## config.mk

```make
export PLATFORM = sky130hd
export DESIGN_NAME = fetch_unit_flat
export DESIGN_NICKNAME = d
export VERILOG_FILES = /design/src/rtl/fetch_unit_if.sv /design/src/rtl/fetch_unit.sv /design/src/flat_wrapper.sv
export SDC_FILE = /design/constraint.sdc
export NUM_CORES = 1
export LEC_CHECK = 0
export ABC_AREA = 1
export CAP_MARGIN = 0
export CORE_MARGIN = 5
export CORE_UTILIZATION = 35
export DETAILED_ROUTE_END_ITERATION = 10
export DONT_BUFFER_PORTS = 1
export HOLD_SLACK_MARGIN = 0.06
export PLACE_DENSITY_LB_ADDON = 0.15
export SETUP_SLACK_MARGIN = 0.5
export SLEW_MARGIN = 10
export SYNTH_ARGS = -nofsm -noshare
export SYNTH_HDL_FRONTEND = slang
export SYNTH_SLANG_ARGS = --single-unit
```

## constraint.sdc

```tcl
create_clock -name Clock -period 2.95 [get_ports Clock]
set_input_delay 0.295 -clock Clock [delete_from_list [all_inputs] [get_ports Clock]]
set_output_delay 0.295 -clock Clock [all_outputs]
set_load 0.02 [all_outputs]
```

## src/rtl/fetch_unit_if.sv

```systemverilog
// Fetch-unit bus: control/immediate inputs toward the PC logic and the
// three address outputs back to the pipeline and instruction memory.
interface fetch_unit_if;
  logic        B;
  logic        Z;
  logic        J;
  logic [25:0] target;
  logic [31:0] B_addr;
  logic [31:0] addr;
  logic [31:0] target_addr;
  logic [31:0] next_pc;

  // Decode/ALU side drives control and immediates, observes addresses
  modport master (
    output B, Z, J, target, B_addr,
    input  addr, target_addr, next_pc
  );

  // Fetch unit side
  modport slave (
    input  B, Z, J, target, B_addr,
    output addr, target_addr, next_pc
  );
endinterface

```

## src/rtl/fetch_unit.sv

```systemverilog
// Program-counter fetch unit: holds the PC and selects jump, taken branch
// or sequential successor on every rising clock edge.
module fetch_unit #(
  parameter logic [31:0] RESET_PC = 32'h0000_0000
) (
  input  logic        Clock,
  input  logic        Reset,
  fetch_unit_if.slave bus
);

  logic [31:0] pc_reg;
  logic [31:0] pc_next;
  logic [31:0] seq_pc;
  logic [31:0] jump_pc;
  logic [31:0] branch_pc;

  // Sequential successor and the two redirect destinations
  always_comb begin
    seq_pc    = pc_reg + 32'd4;
    jump_pc   = {seq_pc[31:28], bus.target, 2'b00};
    branch_pc = seq_pc + {bus.B_addr[29:0], 2'b00};
  end

  // Next-PC priority: jump, then taken branch, then fall-through
  always_comb begin
    pc_next = seq_pc;
    if (bus.J) begin
      pc_next = jump_pc;
    end else if (bus.B && bus.Z) begin
      pc_next = branch_pc;
    end
  end

  // PC register; reset is asynchronous so a pending redirect is dropped at once
  always_ff @(posedge Clock or negedge Reset) begin
    if (!Reset) begin
      pc_reg <= RESET_PC;
    end else begin
      pc_reg <= pc_next;
    end
  end

  assign bus.addr        = pc_reg;
  assign bus.next_pc     = seq_pc;
  assign bus.target_addr = jump_pc;

endmodule

```

## src/flat_wrapper.sv

```systemverilog
// flat-port wrapper written by rule: the top's interface ports become plain ports
module fetch_unit_flat 
#(
  parameter logic [31:0] RESET_PC = 32'h0000_0000
)
  (Clock, Reset, bus_B, bus_Z, bus_J, bus_target, bus_B_addr, bus_addr, bus_target_addr, bus_next_pc);
  fetch_unit_if bus_i ();
  input  logic Clock;
  input  logic Reset;
  input wire logic [$bits(bus_i.B)-1:0] bus_B;
  input wire logic [$bits(bus_i.Z)-1:0] bus_Z;
  input wire logic [$bits(bus_i.J)-1:0] bus_J;
  input wire logic [$bits(bus_i.target)-1:0] bus_target;
  input wire logic [$bits(bus_i.B_addr)-1:0] bus_B_addr;
  output wire logic [$bits(bus_i.addr)-1:0] bus_addr;
  output wire logic [$bits(bus_i.target_addr)-1:0] bus_target_addr;
  output wire logic [$bits(bus_i.next_pc)-1:0] bus_next_pc;
  assign bus_i.B = bus_B;
  assign bus_i.Z = bus_Z;
  assign bus_i.J = bus_J;
  assign bus_i.target = bus_target;
  assign bus_i.B_addr = bus_B_addr;
  assign bus_addr = bus_i.addr;
  assign bus_target_addr = bus_i.target_addr;
  assign bus_next_pc = bus_i.next_pc;
  fetch_unit #(.RESET_PC(RESET_PC)) u_core (.Clock(Clock), .Reset(Reset), .bus(bus_i));
endmodule
```

==> impl_metrics.ini, run 1 <==
[sta]
fin_skew_ns = 0.00206
period_share_pct = 99.4
min_period_ns = 2.93
hold_violations = 0
relSlewSlack_pct = 64.0
rsz0062_at_grt = true
final_max_slew_viol_count = 0
setup_viol = 0
max_slew.worst_pin.slew_ns = 0.540
fmax_ghz = 0.341

[routing]
maxUsedRoutingLayer = met4
via_per_inst = 4.95
drt_iter0_drc = 411
vias = 5221
wl_mm = 18.4
dr_wl_met2_mm = 8.83
dr_wl_met3_um = 999
final_antenna_net_count = 0
drt-wirelength-per-cell_um = 17.5
drc_errors = 0
first_pass_iters = 5
wirelength_met1_mm = 8.36

[floorplanning]
initial_core_util_pct = 35.3
die-width_um = 125
dieArea_um2 = 15700
core-area_um2 = 13100
die_h_um = 125
ios = 159
placementRows = 42

[critical_path]
path_cells = ha_4 > nand3_4 > nor2_4 > buf_4 > inv_1 > nor2_1 > inv_1 > o21ai_1 > buf_4 > inv_2 > ha_4 > nand2_8 > nor2_4 > nand2_1 > nand3b_1 > nand2_1 > nand2_1 > nand2_1 > nand3_1 > nand3_1
slowest_stage = dfrtp_2
endpoint_kind = register
cp.arrival_ns = 3.07
cp_max_fo = 5
r2r_cells = 20
critical_path.top_delay_family = simple AND/OR/NAND/NOR gates
timing.rr.start = u_core.bus.addr[3]
cp.buffers_inverters = 5
reg2reg_slack_ns = 0.02
timing.rr.end = u_core.bus.addr[22]
crit_required_ns = 3.09
crit_top_cell = nand2_1
setup.worst_path.class = register to register
cpPeakStageDelay_ns = 0.42
critPathLaunchType = register
critPathLaunch = u_core.bus.addr[3]

[worst_hold_path]
min_delay_worst_endpoint = u_core.bus.addr[7]
hp-class = input pin to register
hold_depth = 2
worstHoldStart = bus_target[5]

[synthesis]
synth_edf_count = 0
netlist_instances = 795
ys_ff_latch = 30
syn-cell-area_um2 = 4640
synth_top_flop_cell = dfrtp_1
synth_top_area_share_pct = 20.5
synth_top_area_cell = nand2_1
ys_async_sr_fraction_pct = 100
syn-mean-instance-area_um2 = 5.84
yosysSeqAreaShare_pct = 16.2
yosysWarnings = 0
synth_area_leaders = nand2_1, dfrtp_1, inv_1, ha_1, nand3_1
yosysUniqueCellTypes = 39

[cells_and_area]
syn_to_final_growth_pct = 46.3
fin_nets = 976
largest_register_ffs = 30
layout-drive-gt1-share_pct = 40.8
design_area_um2 = 6790
fin_util_pct = 51.7
fin_cells = 1054

[cts]
clock_latency_ns = 0.27
cts_max_path_buffers = 2
cts_buffers = 5
clk_pin_slew_worst_paths_ns = 0.05
cts_tree = built
clock_sinks = 30
cts_root_buf = clkbuf_16
cts_max_level = 2

[power]
powerDensity_nw_per_um2 = 534
p_leak_nw = 3.28
max-vdd-ir-drop_mv = 0.194

[global_routing]
grt_pass1_wl_mm = 27.8
grt_start_max_net_pins = 31
antenna_found_initial = 1
overflow = 0
grt_usage_pct = 22.3
grt_pass1_vias = 5081

[outcome]
outcome = complete, no violations

[place]
place_area_um2 = 5380
placedCellCount = 1000
portBuffers = 0
gp_congestion = 0.857
dpl.hpwl_mm = 14.9

[flow_run]
drv_cap = 0
synth_stat cells (3+ instances only):
cell / count
a21oi_1: 39
buf_4: 36
clkbuf_1: 5
dfrtp_1: 30
ha_1: 36
inv_1: 131
nand2_1: 254
nand2_2: 7
nand3_1: 63
nand3_2: 3
nand3b_1: 4
nand4_1: 9
nor2_1: 76
nor2_2: 5
nor2_4: 6
nor3_1: 6
nor3_2: 4
o211ai_1: 3
o21ai_0: 18
o21bai_1: 6
o221ai_1: 3
o22ai_1: 6
or2_1: 3
or2_2: 6
xnor2_1: 6
xor2_1: 13
cell type report:
cell class	instances	area [um2]
fillers	1292	6340
diodes	1	2.50
clock buffers	7	143
flip-flops and latches	30	767
clock inverters	1	5.00
multi-input cells	595	4260
inverters	133	502
well taps	176	220
repair buffers	111	895
kinds of logic after synthesis:
logic type	share of synthesized area, %
simple gates	43.0
buf+inv	17.2
compound gates	9.81
fa+ha+maj	10.1
flops	16.2
xor+xnor	3.58
other cells	0.0808
layer usage:
metal	vias to the layer above	GRT usage, %
li1	2623	-
met3	12	3.28
met4	0	5.17
met2	150	37.1
met1	2436	30.7
met5	-	0
layout by cell type, fill, tap and decap left out, types with 5 or more instances in the layout:
master     Yosys  routed
inv_1        131     112
ha_4           0      18
nand2_2        7      46
o21ai_0       18       7
conb_1         1       6
buf_4         36     100
nor2_1        76      49
clkbuf_16      0       5
dfrtp_1       30      17
a21oi_2        0      19
a21oi_1       39      18
inv_2          1      19
nand2_1      254     201
nor3_4         1       5
o22ai_1        6       6
nand3_2        3      22
buf_6          1       7
or2_2          6       5
dfrtp_2        0      13
nor2_4         6      20
nand2_4        2      14
nand3_1       63      41
nand4_1        9       9
xor2_4         0       5
xor2_2         0       6
ha_1          36      14
nor2_2         5      18
o21ai_1        2      11
how the worst max path moves through the flow:
| stage | end | cells past startpoint |
|---|---|---|
| floorplan | u_core.bus.addr[24] | 18 |
| global placement | u_core.bus.addr[24] | 18 |
| detailed placement | u_core.bus.addr[24] | 18 |
| CTS | u_core.bus.addr[27] | 19 |
| global route | u_core.bus.addr[29] | 22 |
| finish | u_core.bus.addr[22] | 20 |
where the power goes:
group	internal [W]	switching [W]	total, W	leakage (nW)
combinational	0.000974	0.00153	0.00251	2.87
clock	0.000334	0.000176	0.000510	0.0739
sequential	0.000490	0.000119	0.000609	0.332
total	0.00180	0.00183	0.00363	3.28
repair_timing:
action	4_1_cts	5_1_grt
gates resized for setup	79	136
gates cloned	0	0
pin swaps	29	42
endpoints found under the setup margin	24	27
buffers inserted	25	18
hold endpoints to repair	30	0
hold buffers	2	0
metrics by stage:
step | setup TNS (ns) | power, W | hold WS (ns) | setup WS [ns]
after global routing | -1.13 | 0.00388 | 0.151 | -0.124
after detailed placement | -0.0299 | 0.00253 | 0.0000658 | -0.0299
after floorplan | 0 | 0.00202 | -0.000591 | 0.320
after global placement | -0.0187 | 0.00252 | 0.000120 | -0.0187
final | 0 | 0.00363 | 0.155 | 0.0177
after CTS | 0 | 0.00325 | 0.148 | 0.132
Note: power is estimated with default switching activity, not from simulation.
==> run 2: changes to the inputs <==
- PLACE_DENSITY_LB_ADDON: 0.15 -> unset
- SKIP_CTS_REPAIR_TIMING: unset -> 1
==> run 2 against run 1 <==
  * Global-route usage fell by 1.8 points
  * Clock-buffer cell count unchanged
  * Clock skew grew 0.0023 ns
  * Non-clock buffer count fell by 13
  * Combinational power shrank 4%
  * Setup slack improved by 0.078 ns
  * Wire length shrank 5.6%
  * Via count fell by 0.29%
  * Largest power group unchanged
==> impl_metrics.ini, run 2 (synthesis gave the netlist of run 1 again) <==
[sta]
setup_ws_ns = 0.0960
max_slew.worst_pin.slew_ns = 0.533
min_period_ns = 2.85
relSlewSlack_pct = 64.4
fmax_ghz = 0.350
setup_viol = 0
fin_skew_ns = 0.00436
rsz0062_at_grt = true
final_max_slew_viol_count = 0
tns_ns = 0
period_share_pct = 96.7
hold_violations = 0

[floorplanning]
core-area_um2 = 13100
die_h_um = 125
die-width_um = 125
ios = 159
placementRows = 42
dieArea_um2 = 15700
initial_core_util_pct = 35.3

[power]
p_sw_share_pct = 49.4
powerDensity_nw_per_um2 = 543
p_sw_w = 0.00176
seqPwrFrac_pct = 16.8
max-vdd-ir-drop_mv = 0.203
p_comb_share_pct = 67.4
p_leak_nw = 3.19
internal_power_w = 0.00181
power_frac_clock_pct = 15.8

[worst_hold_path]
hp-class = input pin to register
hold_depth = 2

[global_routing]
overflow = 0
grt_start_max_net_pins = 31
grt_usage_pct = 20.6
grt_pass1_vias = 4864
grt_pass1_wl_mm = 25.9
antenna_found_initial = 0

[place]
portBuffers = 0
dpl.hpwl_mm = 14.5
gp_congestion = 0.940
place_ws_ns = 0.0562

[critical_path]
endpoint_kind = register
cp.arrival_ns = 3.01
cp_max_fo = 5
critPathLaunchType = register
setup.worst_path.class = register to register
r2r_cells = 19
crit_required_ns = 3.11

[cells_and_area]
antenna_cells = 0
final_cell_mix = nand2_1, inv_1, buf_4
syn_to_final_growth_pct = 41.6
layout-drive-gt1-share_pct = 37.8
final_common_cell = nand2_1
n_fill_cell = 1318
largest_register_ffs = 30
fin_nets = 963

[flow_run]
drv_cap = 0

[cts]
cts_root_buf = clkbuf_16
cts_tree = built
clk_pin_slew_worst_paths_ns = 0.05
cts_max_path_buffers = 2
cts_buffers = 5
clock_sinks = 30
cts_max_level = 2
clock_latency_ns = 0.27

[outcome]
outcome = complete, no violations

[routing]
drt_iter0_drc = 460
first_pass_iters = 5
wl_mm = 17.4
final_antenna_net_count = 0
vias = 5206
drc_errors = 0
drt-wirelength-per-cell_um = 16.7
via_per_inst = 5.01
[run 2: cell count changes in the layout (fill, tap and decap cells not counted), sizes merged]
| cell | previous run | this run |
|---|---|---|
| diode | 1 | 0 |
| bufinv | 0 | 1 |
| clkinv | 2 | 1 |
| buf | 110 | 97 |
[run 2: final timing paths]
kind                                       end                from  slack (ns)
setup / recovery           u_core.bus.addr[30]  u_core.bus.addr[3]         0.1
hold / removal              u_core.bus.addr[7]               bus_J        0.15
setup reg to reg           u_core.bus.addr[30]  u_core.bus.addr[3]         0.1
hold reg to reg             u_core.bus.addr[2]  u_core.bus.addr[2]        0.70
max in group asynchronous  u_core.bus.addr[20]               Reset        2.29
min in group asynchronous   u_core.bus.addr[2]               Reset        0.47
[run 2: area by class of cell]
| class | count | area, um2 | share of cell area [%] |
|---|---|---|---|
| clock buffer | 7 | 133 | 2.02 |
| clock inverter | 1 | 30.0 | 0.457 |
| inverter | 133 | 499 | 7.59 |
| multi-input combinational | 595 | 4130 | 62.8 |
| sequential | 30 | 767 | 11.7 |
| tap | 176 | 220 | 3.35 |
| timing repair buffer | 98 | 797 | 12.1 |
[run 2: routing by layer]
metal  track usage, %  part of all wire (%)  vias to the layer above
met3             4.09                   7.1                       20
met5                0                     0                        -
met1             27.0                    43                     2418
met4             4.97                   1.6                        0
met2             34.8                    48                      166
li1                 -                     -                     2602
[run 2: stage by stage]
step / cell area, um2 / hold WS, ns / total power (W) / utilization (%) / instances
floorplan: 4960 / -0.000591 / 0.00202 / - / 800
global route: 6580 / 0.174 / 0.00381 / 50.1 / 1040
detailed placement: 5420 / 0.000136 / 0.00253 / 41.2 / 1005
CTS: 5580 / -0.288 / 0.00310 / 42.5 / 1013
finish: 6580 / 0.152 / 0.00357 / 50.1 / 1040
global placement: 5420 / 0.000112 / 0.00252 / 41.2 / 1005
[run 2: power groups by stage]
stage / logic [W] / registers, W / clock network, W
after floorplan: 0.00133 / 0.000683 / 0
after global placement: 0.00191 / 0.000604 / 0
after detailed placement: 0.00193 / 0.000606 / 0
after CTS: 0.00194 / 0.000599 / 0.000566
after global routing: 0.00262 / 0.000611 / 0.000586
final: 0.00241 / 0.000601 / 0.000564
[run 2: worst max-delay path, cell delays in order (launching register included)]
cell and delay [ns]:
dfrtp_2 0.40, ha_4 0.15, nand3_4 0.09, nor2_4 0.14, nand2_2 0.09, nor2_4 0.13, nand2_4 0.07, nor2_4 0.23
xnor2_4 0.18, inv_2 0.08, ha_4 0.32, nand2_4 0.08, nor3_4 0.16, nand2_2 0.09, nor2_1 0.08, nand2_1 0.08
nand3_1 0.08, nand2_1 0.06, nor2_2 0.14, nor2_1 0.07
==> run 3: changes to the inputs <==
- ABC_CLOCK_PERIOD_IN_PS: unset -> 2950
==> results of run 3 <==
The final DEF is identical to that of run 2; final timing and power are the same.
